==> config.mk <==
export PLATFORM = sky130hd
export DESIGN_NAME = pipeline_stage_receiver
export DESIGN_NICKNAME = d
export VERILOG_FILES = /design/src/rtl/pipeline_stage_receiver.sv
export SDC_FILE = /design/constraint.sdc
export NUM_CORES = 1
export LEC_CHECK = 0
export CELL_PAD_IN_SITES_DETAIL_PLACEMENT = 1
export CELL_PAD_IN_SITES_GLOBAL_PLACEMENT = 2
export CORE_AREA = 4 4 210 212
export DETAILED_ROUTE_END_ITERATION = 16
export DIE_AREA = 0 0 214 216
export PLACE_DENSITY_LB_ADDON = 0.12
export RECOVER_POWER = 25
export SETUP_SLACK_MARGIN = 0.02
export SLEW_MARGIN = 5
export SYNTH_ARGS = -nofsm -noshare
export SYNTH_HDL_FRONTEND = slang
export SYNTH_SLANG_ARGS = --single-unit
==> constraint.sdc <==
create_clock -name clk -period 2.5 [get_ports clk]
set_input_delay 0.5 -clock clk [delete_from_list [all_inputs] [get_ports clk]]
set_output_delay 0.5 -clock clk [all_outputs]
set_load 0.01 [all_outputs]
==> src/rtl/pipeline_stage_receiver.sv <==
// Two-entry elastic skid buffer at the input of a downstream pipeline stage.
// Optional saturating stall counter enabled by defining PIPELINE_STALL_COUNT_EN.
module pipeline_stage_receiver #(
  parameter int NUM_BYTES = 16
) (
  input  logic                   clk,
  input  logic                   rst,
  input  logic                   in_valid,
  output logic                   in_ready,
  input  logic [NUM_BYTES*8-1:0] in_data,
  output logic                   out_valid,
  input  logic                   out_ready,
  output logic [NUM_BYTES*8-1:0] out_data,
  input  logic                   flush,
  output logic [1:0]             occupancy
`ifdef PIPELINE_STALL_COUNT_EN
  ,
  output logic [31:0]            stall_count
`endif
);

  localparam int W = NUM_BYTES * 8;

  // Encoding equals the entry count so occupancy is the state register itself.
  typedef enum logic [1:0] {
    ST_EMPTY = 2'd0,
    ST_ONE   = 2'd1,
    ST_FULL  = 2'd2
  } state_e;

  state_e         state_q, state_d;
  logic [W-1:0]   main_q, main_d;
  logic [W-1:0]   skid_q, skid_d;
  logic           accept;
  logic           consume;

  // Handshake outputs depend only on the state flops, never on out_ready.
  assign in_ready  = (state_q != ST_FULL);
  assign out_valid = (state_q != ST_EMPTY);
  assign occupancy = state_q;
  assign out_data  = main_q;

  assign accept  = in_valid & in_ready;
  assign consume = out_valid & out_ready;

  always_comb begin
    // NOTE: every variable gets a hold default first so no path leaves it
    // unassigned; otherwise synthesis infers a latch.
    state_d = state_q;
    main_d  = main_q;
    skid_d  = skid_q;
    if (flush) begin
      state_d = ST_EMPTY;
    end else begin
      unique case (state_q)
        ST_EMPTY: begin
          if (accept) begin
            state_d = ST_ONE;
            main_d  = in_data;
          end
        end
        ST_ONE: begin
          if (accept && consume) begin
            main_d = in_data;
          end else if (accept) begin
            state_d = ST_FULL;
            skid_d  = in_data;
          end else if (consume) begin
            state_d = ST_EMPTY;
          end
        end
        ST_FULL: begin
          if (consume) begin
            state_d = ST_ONE;
            main_d  = skid_q;
          end
        end
        default: state_d = ST_EMPTY;
      endcase
    end
  end

  always_ff @(posedge clk) begin
    // NOTE: sequential state uses non-blocking assignments so every flop
    // samples the pre-edge values regardless of statement order.
    if (rst) begin
      state_q <= ST_EMPTY;
      // NOTE: the data registers are reset too because out_data must read
      // zero after reset; flush, by contrast, leaves them stale.
      main_q  <= '0;
      skid_q  <= '0;
    end else begin
      state_q <= state_d;
      main_q  <= main_d;
      skid_q  <= skid_d;
    end
  end

`ifdef PIPELINE_STALL_COUNT_EN
  logic [31:0] stall_count_q, stall_count_d;

  assign stall_count = stall_count_q;

  // Saturating: once at all-ones the counter holds. Flush does not clear it.
  always_comb begin
    stall_count_d = stall_count_q;
    if (out_valid && !out_ready && (stall_count_q != 32'hFFFF_FFFF)) begin
      stall_count_d = stall_count_q + 32'd1;
    end
  end

  always_ff @(posedge clk) begin
    if (rst) begin
      stall_count_q <= '0;
    end else begin
      stall_count_q <= stall_count_d;
    end
  end
`endif

endmodule

==> results of run 1 <==
## registers in the layout (all words and copies together) (netlist names)
signal / flops
out_data: 128
skid_q: 128
occupancy: 2
## cells in the mapped netlist
cell type / count / area share (%)
sky130_fd_sc_hd__a2111oi_2: 1 / 0.12
sky130_fd_sc_hd__nor3_1: 1 / 0.040
sky130_fd_sc_hd__buf_1: 1 / 0.030
sky130_fd_sc_hd__and3b_1: 1 / 0.070
sky130_fd_sc_hd__o22a_1: 1 / 0.070
sky130_fd_sc_hd__clkbuf_1: 54 / 1.6
sky130_fd_sc_hd__buf_12: 11 / 1.7
sky130_fd_sc_hd__o21a_1: 1 / 0.060
sky130_fd_sc_hd__a21oi_1: 129 / 5.1
sky130_fd_sc_hd__nor3_2: 1 / 0.079
sky130_fd_sc_hd__buf_4: 17 / 1.0
sky130_fd_sc_hd__dfxtp_1: 258 / 41
sky130_fd_sc_hd__buf_2: 44 / 1.7
sky130_fd_sc_hd__mux2i_1: 128 / 10
sky130_fd_sc_hd__nand2b_4: 1 / 0.11
sky130_fd_sc_hd__and2b_1: 1 / 0.060
sky130_fd_sc_hd__a21oi_2: 1 / 0.070
sky130_fd_sc_hd__o41ai_2: 122 / 16
sky130_fd_sc_hd__clkbuf_4: 2 / 0.12
sky130_fd_sc_hd__or3_1: 1 / 0.050
sky130_fd_sc_hd__o41ai_1: 6 / 0.42
sky130_fd_sc_hd__nand2_1: 258 / 7.7
sky130_fd_sc_hd__nor2b_1: 128 / 6.4
sky130_fd_sc_hd__buf_6: 14 / 1.3
sky130_fd_sc_hd__o21ai_1: 82 / 3.3
sky130_fd_sc_hd__nand2b_1: 2 / 0.099
sky130_fd_sc_hd__o21ai_0: 46 / 1.8
sky130_fd_sc_hd__or2_2: 1 / 0.050
## how the worst max path moves through the flow
stage,slack (ns),endpoint,from
after global routing,0.04,out_data[54]$_SDFFE_PP0P_,occupancy[1]$_SDFFE_PP0P_
after CTS,0.13,in_ready,occupancy[0]$_SDFFE_PP0P_
after detailed placement,0.17,out_data[58]$_SDFFE_PP0P_,out_ready
final,0.17,out_valid,occupancy[1]$_SDFFE_PP0P_
after floorplan,0.89,out_data[76]$_SDFFE_PP0P_,flush
after global placement,0.22,out_data[54]$_SDFFE_PP0P_,in_valid
## per-layer routing
layer / share of wire (%) / vias to the layer above
li1: - / 5029
met1: 46 / 4951
met2: 47 / 184
met3: 5.3 / 51
met4: 1.8 / 6
met5: 0.14 / -
## final cells by class
cell class	instances	area, um2
Sequential cell	258	5170
Fill cell	4721	25500
Antenna cell	2	5.00
Timing Repair Buffer	297	3090
Clock buffer	50	927
Clock inverter	7	67.6
Multi-Input combinational cell	912	6490
Tap cell	539	674
## logic make-up (layout without fill, tap and decap cells)
| logic type | Yosys count | count (layout) |
|---|---|---|
| and+or+nand+nor | 395 | 395 |
| buffers and inverters | 143 | 354 |
| muxes | 128 | 128 |
| other | 0 | 2 |
| DFF | 258 | 258 |
| AOI/OAI and AO/OA | 389 | 389 |
## through the flow
step                utilization (%)  power (mW)  hold slack [ns]  worst slack (ns)
global placement               36.9        5.69            0.440             0.223
finish                         39.1        10.0            0.341             0.169
detailed placement             36.9        5.70            0.446             0.173
floorplan                         -        5.04            0.436             0.886
global route                   39.1        10.5            0.341            0.0410
CTS                            39.3        10.2            0.316             0.128
## power groups by stage
| stage | combinational [mW] | clock (mW) | sequential (mW) |
|---|---|---|---|
| floorplan | 0.615 | 0 | 4.43 |
| global placement | 1.28 | 0 | 4.41 |
| detailed placement | 1.29 | 0 | 4.41 |
| finish | 1.27 | 4.46 | 4.31 |
| CTS | 1.30 | 4.62 | 4.32 |
| global route | 1.38 | 4.78 | 4.33 |
## worst register-to-register path, delay by kind of cell (launching register included)
family / cells / cell delay (ns)
compound gates: 3 / 0.78
simple gates: 1 / 0.26
flops: 1 / 0.54
buf+inv: 2 / 0.57
==> flow_summary.yaml, run 1 <==
die:
  core_region_area_um2: 41900
  placementRows: 75
  fp.dieH_um: 216
  die_area_um2: 46200
  ios: 265
  floorplan.initialDensity_pct: 30.0
  die_w_um: 214
sta:
  slew_headroom_pct: 28.5
  drv_slew: 0
  grt_setup_unrepaired: "false"
  finalCritPeriodShare_pct: 93.2
  setup_tns_ns: 0
  finalHoldViolations: 0
  finalWorstPathRequiredPeriod_ns: 2.33
  final-setup-viol-count: 0
  worstMarginPinSlew_ns: 1.07
  fin_worst_skew_ns: 0.0284
  max_freq_mhz: 429
grt:
  groute.layer.met3.usage_pct: 4.06
  via_count_of_the_first_global_routing_pass: 10600
  use_met1_pct: 21.4
  grt_max_degree: 80
  grt_antenna_before_repair: 5
  grt_first_pass_wirelength_um: 61400
  globalRouteMet2Util_pct: 27.0
  grt.total_usage_pct: 16.1
  global_route.overflow_total: 0
  grt_most_used_layer: "met2"
clock_tree:
  cts_tree: "yes"
  clock_insertion_delay_worst_skew_ns: 0.58
  cts_hold_repair.buffers: 0
  clock-root-buffer: "sky130_fd_sc_hd__clkbuf_16"
  number_of_buffers_inserted_by_post_cts_setup_repair: 0
  h-tree-depth: 1
  clock_tree.buffer_depth: 3
  clkSlewWorstSetupHoldPaths_ns: 0.06
  tritoncts_num_sinks: 258
  cts_resized: 1
  tritoncts.num_buffers: 31
setup_path:
  setup.worst_path.start_class: "register"
  worstPathCellList: "or2_2, clkdlybuf4s50_1"
  worstReg2RegStart: "occupancy[1]$_SDFFE_PP0P_"
  worstPathRequired_ns: 2.00
  worstSetupPathType: "register to output port"
  critPathCaptureType: "output port"
  timing.critical_path.arrival_ns: 1.83
  r2r_setup_slack_ns: 0.24
  timing.reg2reg.worst_path_depth: 6
  rr_endpoint: "out_data[59]$_SDFFE_PP0P_"
  crit_path_max_incr_delay_ns: 0.54
  critPathBufInv: 1
  critical_path.top_delay_family: "flip-flops"
  cp_num_cells: 2
  slowest_cell_on_crit_path: "sky130_fd_sc_hd__dfxtp_1"
  path_max_fanout: 8
final_layout:
  layout-drive-gt1-share_pct: 13.7
  finish.instance_area_um2: 16400
  nNetsFinal: 1633
  commonest_cells_after_routing_fill_and_taps_aside: "sky130_fd_sc_hd__clkdlybuf4s50_1, sky130_fd_sc_hd__nand2_1, sky130_fd_sc_hd__dfxtp_1"
  finalNonFillerCells: 2065
  layout-area-overhead-vs-synth_pct: 30.4
  mostFrequentLayoutCell: "sky130_fd_sc_hd__clkdlybuf4s50_1"
logic_synthesis:
  yosys.area_share.adder_pct: 0
  synthesis.instances: 1313
  synth_compound_area_share_pct: 26.7
  netlist_area_um2: 12600
  yosys.cell_types.count: 28
  synth_simple_gate_area_share_pct: 14.6
  synth-xor-area-share_pct: 0
  synth_nets: 1446
  register_area_share_after_synthesis_pct: 41.0
  total_of_warnings_raised_by_yosys: 0
  postSynthAreaPerCell_um2: 9.59
  synth.mux.area_fraction_pct: 10.2
  dominant_combinational_cell_family_by_area_after_synthesis: "compound AO/OA/AOI/OAI gates"
  postSynthRegisterBits: 258
drt:
  initialDrtViolationCount: 412
  postRouteWirelength_um: 38800
  firstDrtPassIters: 4
  drcViolationCount: 0
  post_drt_antenna_nets: 0
  via_count: 10200
  vias_per_cell: 4.95
  wl_per_cell_um: 18.8
power_and_ir_drop:
  power.sequential.fraction_pct: 42.9
  internal_power_mw: 7.48
  power_density_nw_per_um2: 612
  switchingPower_mw: 2.57
  peakVddDrop_uv: 453
  power.static_leakage_nw: 6.77
  share_comb_of_total_power_pct: 12.7
  switching_share_pct: 25.6
  proportion_of_power_drawn_by_the_clock_network_pct: 44.4
place:
  post_place_cell_area_um2: 15500
  total_of_buffers_placed_on_input_and_output_ports: 264
  gp_congestion: 0.697
  dp.cells: 2006
  detailed_place_hpwl_um: 24700
hold_path:
  min_path_type: "input port to register"
  holdPathEnd: "skid_q[27]$_SDFFE_PP0P_"
  hold_start: "rst"
  hold-path-cell-count: 2
run:
  max-cap-violations: 0
outcome:
  status: "completed"
(Power assumes the default switching activity.)
==> run 2, diff against run 1 <==
--- a/config.mk
+++ b/config.mk
@@ -5,6 +5,7 @@
 export SDC_FILE = /design/constraint.sdc
 export NUM_CORES = 1
 export LEC_CHECK = 0
+export CAP_MARGIN = 10
 export CELL_PAD_IN_SITES_DETAIL_PLACEMENT = 1
 export CELL_PAD_IN_SITES_GLOBAL_PLACEMENT = 2
 export CORE_AREA = 4 4 210 212
==> results of run 2 <==
Same layout as run 1: the final DEF is identical, and so are final timing and power.
==> run 3, diff against run 2 <==
--- a/config.mk
+++ b/config.mk
@@ -5,12 +5,14 @@
 export SDC_FILE = /design/constraint.sdc
 export NUM_CORES = 1
 export LEC_CHECK = 0
-export CAP_MARGIN = 10
+export ABC_AREA = 1
+export ABC_CLOCK_PERIOD_IN_PS = 2500
+export CAP_MARGIN = 20
 export CELL_PAD_IN_SITES_DETAIL_PLACEMENT = 1
 export CELL_PAD_IN_SITES_GLOBAL_PLACEMENT = 2
-export CORE_AREA = 4 4 210 212
+export CORE_AREA = 4 4 209 211
 export DETAILED_ROUTE_END_ITERATION = 16
-export DIE_AREA = 0 0 214 216
+export DIE_AREA = 0 0 213 215
 export PLACE_DENSITY_LB_ADDON = 0.12
 export RECOVER_POWER = 25
 export SETUP_SLACK_MARGIN = 0.02
==> run 3 against run 2 <==
Against the previous run: fmax grew 1.0%; cell count grew 26%; synthesized cell count grew 41%; final area shrank 0.76%; first-iteration DRC count grew 32%; global-route usage grew 2.1 points; power grew 11%; sequential power grew 4%; critical path type unchanged; critical endpoint is now in_ready; largest cell class unchanged; highest routed layer unchanged.
==> flow_summary.yaml, run 3 <==
outcome:
  status: "completed"
grt:
  grt_antenna_before_repair: 9
  global_route.overflow_total: 0
  grt_max_degree: 90
  grt_first_pass_wirelength_um: 68300
  grt.total_usage_pct: 18.2
  via_count_of_the_first_global_routing_pass: 12200
power_and_ir_drop:
  internal_power_mw: 8.23
  power_density_nw_per_um2: 683
  proportion_of_power_drawn_by_the_clock_network_pct: 44.7
  power.static_leakage_nw: 7.22
  power.sequential.fraction_pct: 40.1
  switching_share_pct: 26.1
  share_comb_of_total_power_pct: 15.2
  peakVddDrop_uv: 393
  switchingPower_mw: 2.91
logic_synthesis:
  synthDominantAreaCellType: "sky130_fd_sc_hd__dfxtp_1"
  post-synth-top-count-cell: "sky130_fd_sc_hd__nand2_1"
  synthTopCellsByArea: "sky130_fd_sc_hd__dfxtp_1, sky130_fd_sc_hd__nand2_1, sky130_fd_sc_hd__nor2_1, sky130_fd_sc_hd__nand3_1, sky130_fd_sc_hd__a21oi_1"
  yosys.cell_types.count: 19
  synth_nets: 1987
  async_flop_share_pct: 0
  netlist_area_um2: 12000
  postSynthAreaPerCell_um2: 6.48
  synth.top_cells.by_count: "sky130_fd_sc_hd__nand2_1, sky130_fd_sc_hd__nor2_1, sky130_fd_sc_hd__dfxtp_1"
  synthesis.instances: 1854
  synth_largest_type_area_fraction_pct: 43.0
  synth_ff_type: "sky130_fd_sc_hd__dfxtp_1"
  register_area_share_after_synthesis_pct: 43.0
  postSynthRegisterBits: 258
  total_of_warnings_raised_by_yosys: 0
  synth_enable_flop_cells: 0
die:
  fp.dieH_um: 215
  core_region_area_um2: 41800
  placementRows: 75
  floorplan.initialDensity_pct: 28.8
  ios: 265
  die_area_um2: 45800
  die_w_um: 213
clock_tree:
  number_of_buffers_inserted_by_post_cts_setup_repair: 0
  clock_tree.buffer_depth: 3
  tritoncts_num_sinks: 258
  h-tree-depth: 2
  cts_tree: "yes"
  tritoncts.num_buffers: 35
  clock_insertion_delay_worst_skew_ns: 0.53
  clkSlewWorstSetupHoldPaths_ns: 0.05
  clock-root-buffer: "sky130_fd_sc_hd__clkbuf_16"
sta:
  fin_worst_hold_slack_ns: 0.478
  slew_headroom_pct: 13.2
  setup_tns_ns: 0
  worstMarginPinSlew_ns: 1.30
  drv_slew: 0
  grt_setup_unrepaired: "false"
  finalCritPeriodShare_pct: 92.3
  max_freq_mhz: 433
  final-setup-viol-count: 0
  finalWorstPathRequiredPeriod_ns: 2.31
  fin_worst_skew_ns: 0.0157
  finalHoldViolations: 0
setup_path:
  timing.critical_path.arrival_ns: 1.81
  worstPathRequired_ns: 2.00
  slowest_cell_on_crit_path: "sky130_fd_sc_hd__clkdlybuf4s50_1"
  critical_path.top_delay_family: "buffers and inverters"
  r2r_setup_slack_ns: 0.39
  worstSetupPathType: "register to output port"
  critPathCaptureType: "output port"
  crit_path_max_incr_delay_ns: 0.54
  worstPathCellList: "inv_4, buf_6, nand2_4, clkdlybuf4s50_1"
  path_max_fanout: 26
  setup.worst_path.start_class: "register"
  critPathBufInv: 3
drt:
  wl_per_cell_um: 16.5
  vias_per_cell: 4.75
  drcViolationCount: 0
  via_count: 12400
  firstDrtPassIters: 4
  initialDrtViolationCount: 544
  post_drt_antenna_nets: 0
  postRouteWirelength_um: 43000
place:
  total_of_buffers_placed_on_input_and_output_ports: 264
  post_place_cell_area_um2: 15200
  gp_congestion: 0.723
  detailed_place_hpwl_um: 27100
final_layout:
  mostFrequentLayoutCell: "sky130_fd_sc_hd__nand2_1"
  fin_util_pct: 39.0
  layout-area-overhead-vs-synth_pct: 35.7
  finish.instance_area_um2: 16300
  commonest_cells_after_routing_fill_and_taps_aside: "sky130_fd_sc_hd__nand2_1, sky130_fd_sc_hd__nor2_1, sky130_fd_sc_hd__clkdlybuf4s50_1"
  layout-drive-gt1-share_pct: 5.04
  fillers: 5247
  nNetsFinal: 2172
run:
  max-cap-violations: 0
hold_path:
  min_path_type: "register to register"
[run 3: cell families after synthesis]
kind of cell           count (synthesis)  synth area share, %
buffers and inverters                291                 10.7
flip-flops                           258                 43.0
AO/OA/AOI/OAI                        259                 10.8
AND/OR/NAND/NOR                     1046                 35.4
[run 3: power groups by stage]
stage	registers, mW	clock network, mW	logic, mW
floorplan	4.61	0	0.787
global placement	4.55	0	1.70
detailed placement	4.56	0	1.73
CTS	4.47	5.17	1.73
global route	4.49	5.33	1.89
finish	4.47	4.98	1.69
[run 3: area by class of cell]
cell class / count / area (um2) / area share [%]
multi-input cells: 1305 / 5580 / 34.2
flip-flops and latches: 258 / 5170 / 31.7
repair buffers: 303 / 3200 / 19.6
clock buffers: 55 / 1120 / 6.89
well taps: 539 / 674 / 4.14
inverters: 136 / 520 / 3.19
clock inverters: 5 / 28.8 / 0.177
diodes: 1 / 2.50 / 0.0154
[run 3: worst register-to-register path: stages, from the launching register on]
cell,delay (ns)
sky130_fd_sc_hd__dfxtp_2,0.38
sky130_fd_sc_hd__inv_4,0.06
sky130_fd_sc_hd__buf_6,0.19
sky130_fd_sc_hd__nand2_4,0.11
sky130_fd_sc_hd__clkbuf_2,0.78
sky130_fd_sc_hd__nand2_1,0.14
sky130_fd_sc_hd__nand2_1,0.10
sky130_fd_sc_hd__inv_1,0.05
sky130_fd_sc_hd__nand3_1,0.08
sky130_fd_sc_hd__nand2_1,0.06
sky130_fd_sc_hd__nor2_1,0.09
[run 3: metrics by stage]
stage | instances | worst slack (ns) | total power, mW
after detailed placement | 2541 | 0.122 | 6.28
after global placement | 2541 | 0.173 | 6.26
final | 2602 | 0.193 | 11.1
after CTS | 2601 | 0.0250 | 11.4
after floorplan | 1854 | 0.957 | 5.39
after global routing | 2602 | 0.102 | 11.7
[run 3: metal layers]
metal  vias up  track usage (%)  part of all wire [%]
met5         -                0                  0.24
met4        14             5.37                   2.3
met3        68             4.23                   5.2
met2       210             30.2                    48
met1      5833             23.6                    45
li1       6225                -                     -
[run 3: worst paths after layout]
path | startpoint | cells after the start | end
max | occupancy[0]$_SDFFE_PP0P_ | 4 | in_ready
min | skid_q[9]$_SDFFE_PP0P_ | 2 | skid_q[9]$_SDFFE_PP0P_
max reg2reg | occupancy[0]$_SDFFE_PP0P_ | 10 | out_data[124]$_SDFFE_PP0P_
min reg2reg | skid_q[9]$_SDFFE_PP0P_ | 2 | skid_q[9]$_SDFFE_PP0P_
[run 3: repair_timing]
| item | 4_1_cts | 5_1_grt |
|---|---|---|
| pin swaps | 0 | 0 |
| setup endpoints to repair | 1 | 1 |
| resized for setup | 1 | 1 |
| hold buffers | 0 | 0 |
| cloned | 0 | 0 |
==> RTL change 1: new RTL, flow settings as in run 1 <==
`NUM_BYTES`: 16 -> 8.
--- a/src/rtl/pipeline_stage_receiver.sv
+++ b/src/rtl/pipeline_stage_receiver.sv
@@ -1,7 +1,7 @@
 // Two-entry elastic skid buffer at the input of a downstream pipeline stage.
 // Optional saturating stall counter enabled by defining PIPELINE_STALL_COUNT_EN.
 module pipeline_stage_receiver #(
-  parameter int NUM_BYTES = 16
+  parameter int NUM_BYTES = 8
 ) (
   input  logic                   clk,
   input  logic                   rst,
Ports: changed (resized in_data and out_data); port bits go from 265 to 137. No check against the original RTL was run, so the function may have changed too.
==> RTL change 1 against run 1 <==
Power down 46%; area after synthesis fell by 49%; setup slack gained 0.11 ns; highest routed layer unchanged; sequential cell count shrank 128; critical path type is now primary input to flop; via count decreased by 49%; synthesized cell count fell by 49%; final cell count down 36%; first-iteration DRC count fell by 71%; wire length down 43%; cell area shrank 46%.
==> RTL change 1: results <==
set metrics [dict create \
    synth_common_cells "130 x dfxtp_1, 110 x nand2_1, 64 x mux2i_1, 64 x nor2b_1, 56 x a21oi_1" \
    cts-resized-gates 0 \
    dp_cells 1292 \
    leakage_nw 3.49 \
    max_slew_margin_pct 41.9 \
    ys_top_cells_by_area "dfxtp_1 40%, o41ai_2 13%, mux2i_1 9.9%" \
    synth_compound_area_share_pct 26.1 \
    synth.net_count 733 \
    layout-drive-gt1-share_pct 17.1 \
    async_flop_share_pct 0 \
    whs_path_depth 2 \
    peakVddDrop_v 0.000383 \
    gr-usage-met2_pct 16.5 \
    antenna_cells 0 \
    preCtsSetupSlack_ns 0.250 \
    grtUsageMet1_pct 12.0 \
    portBuffers 136 \
    min_to "skid_q[63]" \
    yosysSeqAreaShare_pct 40.4 \
    dr_wl_met3_um 1020 \
    path_max_fanout 39 \
    htree_levels 4 \
    status "finished, final reports clean" \
    place_hpwl_um 14500 \
    worstPathArrival_ns 2.54 \
    grt_pass1_wl_um 35300 \
    final_nets 841 \
    dr_wl_met2_um 10700 \
    r2r_end "out_data[20]" \
    reg2reg_slack_ns 0.45 \
    route.detailed.wl_per_inst_um 16.8 \
    cts_buffers 17 \
    skew_ns 0.00698 \
    hold_path_class "flop to flop" \
    use_met3_pct 3.04 \
    min-delay-start "skid_q[63]" \
    insertion_delay_ns 0.43 \
    grt_pass1_vias 5881 \
    initialDrtViolationCount 120 \
    wl_met1_um 10200 \
    viasPerCell 3.98 \
    antenna_found_initial 1 \
    clk_path_buf_depth 2 \
]
-- RTL change 1: worst max-delay path by stage --
stage | startpoint | to | slack [ns] | cells after the start
after CTS | occupancy[0] | in_ready | 0.29 | 2
after floorplan | out_ready | skid_q[43] | 0.96 | 6
final | out_ready | out_data[20] | 0.28 | 7
after global routing | occupancy[0] | in_ready | 0.15 | 2
after global placement | in_valid | out_data[23] | 0.30 | 7
after detailed placement | in_valid | out_data[20] | 0.25 | 7
-- RTL change 1: power breakdown --
group | total [mW] | leakage, nW | internal [mW] | switching, mW
Combinational | 0.672 | 2.14 | 0.323 | 0.348
Clock | 2.58 | 0.289 | 1.63 | 0.955
Sequential | 2.17 | 1.06 | 2.14 | 0.0382
Total | 5.43 | 3.49 | 4.09 | 1.34
-- RTL change 1: worst max-delay path, cell delays in order --
cell and delay [ns]:
dlygate4sd3_1 0.61, and3b_1 0.22, a21oi_4 0.16, clkbuf_4 0.58, buf_12 0.26, o21ai_1 0.09
o41ai_2 0.08
-- RTL change 1: cells by family (layout without fill, tap and decap cells) --
kind of cell,count (synthesis),in the layout
AO/OA/AOI/OAI,197,197
AND/OR/NAND/NOR,203,203
multiplexers,64,64
flip-flops,130,130
buffers and inverters,70,188
-- RTL change 1: stage by stage --
| step | cell area, um2 | util (%) |
|---|---|---|
| finish | 8860 | 21.1 |
| global route | 8860 | 21.1 |
| CTS | 8920 | 21.3 |
| detailed placement | 8330 | 19.9 |
| global placement | 8330 | 19.9 |
| floorplan | 6440 | - |
-- RTL change 1: final cells by class --
class | count | area share [%]
clock buffers | 23 | 5.39
clock inverters | 6 | 1.19
multi-input cells | 464 | 37.6
flip-flops and latches | 130 | 29.4
well taps | 539 | 7.61
repair buffers | 159 | 18.9
==> RTL change 2: new RTL, settings of run 1 <==
Made on the original files. The option `PIPELINE_STALL_COUNT_EN` is turned on by a define.
--- a/src/rtl/pipeline_stage_receiver.sv
+++ b/src/rtl/pipeline_stage_receiver.sv
@@ -1,5 +1,7 @@
 // Two-entry elastic skid buffer at the input of a downstream pipeline stage.
 // Optional saturating stall counter enabled by defining PIPELINE_STALL_COUNT_EN.
+`define PIPELINE_STALL_COUNT_EN
+
 module pipeline_stage_receiver #(
   parameter int NUM_BYTES = 16
 ) (
New outputs: stall_count. Check against the original RTL: not settled (the Yosys comparison gave no result); the edit may change what the design does.
==> RTL change 2 against run 1 <==
Setup slack improved by 0.043 ns; power rose by 11%; cell area rose by 1.2%; wire length rose by 0.10%; sequential cell count rose by 32; first-iteration DRC count fell by 19%; sequential share of layout area rose by 3.5 points; area after synthesis fell by 7.1%.
==> RTL change 2: results <==
set metrics [dict create \
    worst_pin_slew_ns 0.719 \
    antenna_cells 0 \
    place_hpwl_um 25900 \
    place_congestion 0.734 \
    nFillCells 4795 \
    grt_pass1_wl_um 61600 \
    portBuffers 296 \
    path_max_fanout 5 \
    worstPathArrival_ns 2.70 \
    layout-drive-gt1-share_pct 7.22 \
    dp_cells 2111 \
    synth.net_count 1471 \
    preCtsSetupSlack_ns -0.0440 \
    crit_slowest_cell "or3b_1" \
    r2r-start "stall_count[0]" \
    leakage_nw 6.50 \
    route.detailed.wl_per_inst_um 17.8 \
    yosysSeqAreaShare_pct 49.6 \
    grtUsageTotal_pct 16.4 \
    synth_common_cells "290 x dfxtp_1, 267 x nand2_1, 155 x a21oi_1" \
    grt_pass1_vias 10900 \
    status "finished, final reports clean" \
    ys_types 49 \
    reg2reg_slack_ns 0.21 \
    skew_ns 0.0231 \
    syn_inst 1337 \
    peakVddDrop_v 0.000416 \
    fmax_ghz 0.437 \
    grt_max_degree 79 \
    placed_area_mm2 0.0155 \
    viasPerCell 4.82 \
    fin_worst_hold_slack_ns 0.383 \
    antenna_found_initial 7 \
    min_to "stall_count[0]" \
]
[RTL change 2: changes by cell type in the layout (fill, tap and decap cells not counted), sizes merged, moves of 118 or more]
cell    delta
a211oi   +128
o41ai    -128
nor2b    -124
nor2     +136
o21ai    -118
[RTL change 2: kinds of logic (layout without fill, tap and decap cells)]
| logic type | Yosys count | after routing | share of synthesized area [%] |
|---|---|---|---|
| compound gates | 316 | 316 | 16.9 |
| mux | 130 | 130 | 11.2 |
| flops | 290 | 290 | 49.6 |
| simple gates | 477 | 477 | 17.6 |
| buf+inv | 118 | 416 | 4.24 |
| fa+ha+maj | 1 | 1 | 0.107 |
| xor+xnor | 5 | 5 | 0.374 |
[RTL change 2: final cells by class]
| type | count | share of cell area [%] |
|---|---|---|
| Clock buffer | 56 | 6.49 |
| Clock inverter | 7 | 0.429 |
| Inverter | 5 | 0.113 |
| Multi-Input combinational cell | 929 | 32.5 |
| Sequential cell | 290 | 34.9 |
| Tap cell | 539 | 4.06 |
| Timing Repair Buffer | 348 | 21.5 |
[RTL change 2: where the power goes]
part	internal [mW]	switching [mW]
Combinational	0.650	0.550
Sequential	4.79	0.103
Clock	3.07	2.02
[RTL change 2: how the worst max path moves through the flow]
stage | from | end | depth (start not counted)
after floorplan | stall_count[0] | stall_count[13] | 7
after global placement | out_ready | stall_count[17] | 7
after detailed placement | out_ready | stall_count[24] | 8
after CTS | stall_count[0] | stall_count[13] | 6
after global routing | out_ready | skid_q[110] | 8
final | stall_count[0] | stall_count[13] | 6
[RTL change 2: routing by layer]
layer	global-route usage, %	routed length [um]	part of all wire, %	up-vias
li1	-	-	-	5216
met1	20.0	16900	44	4989
met2	27.9	18500	48	184
met3	5.08	2460	6.3	67
met4	4.82	813	2.1	14
met5	0	79	0.20	-
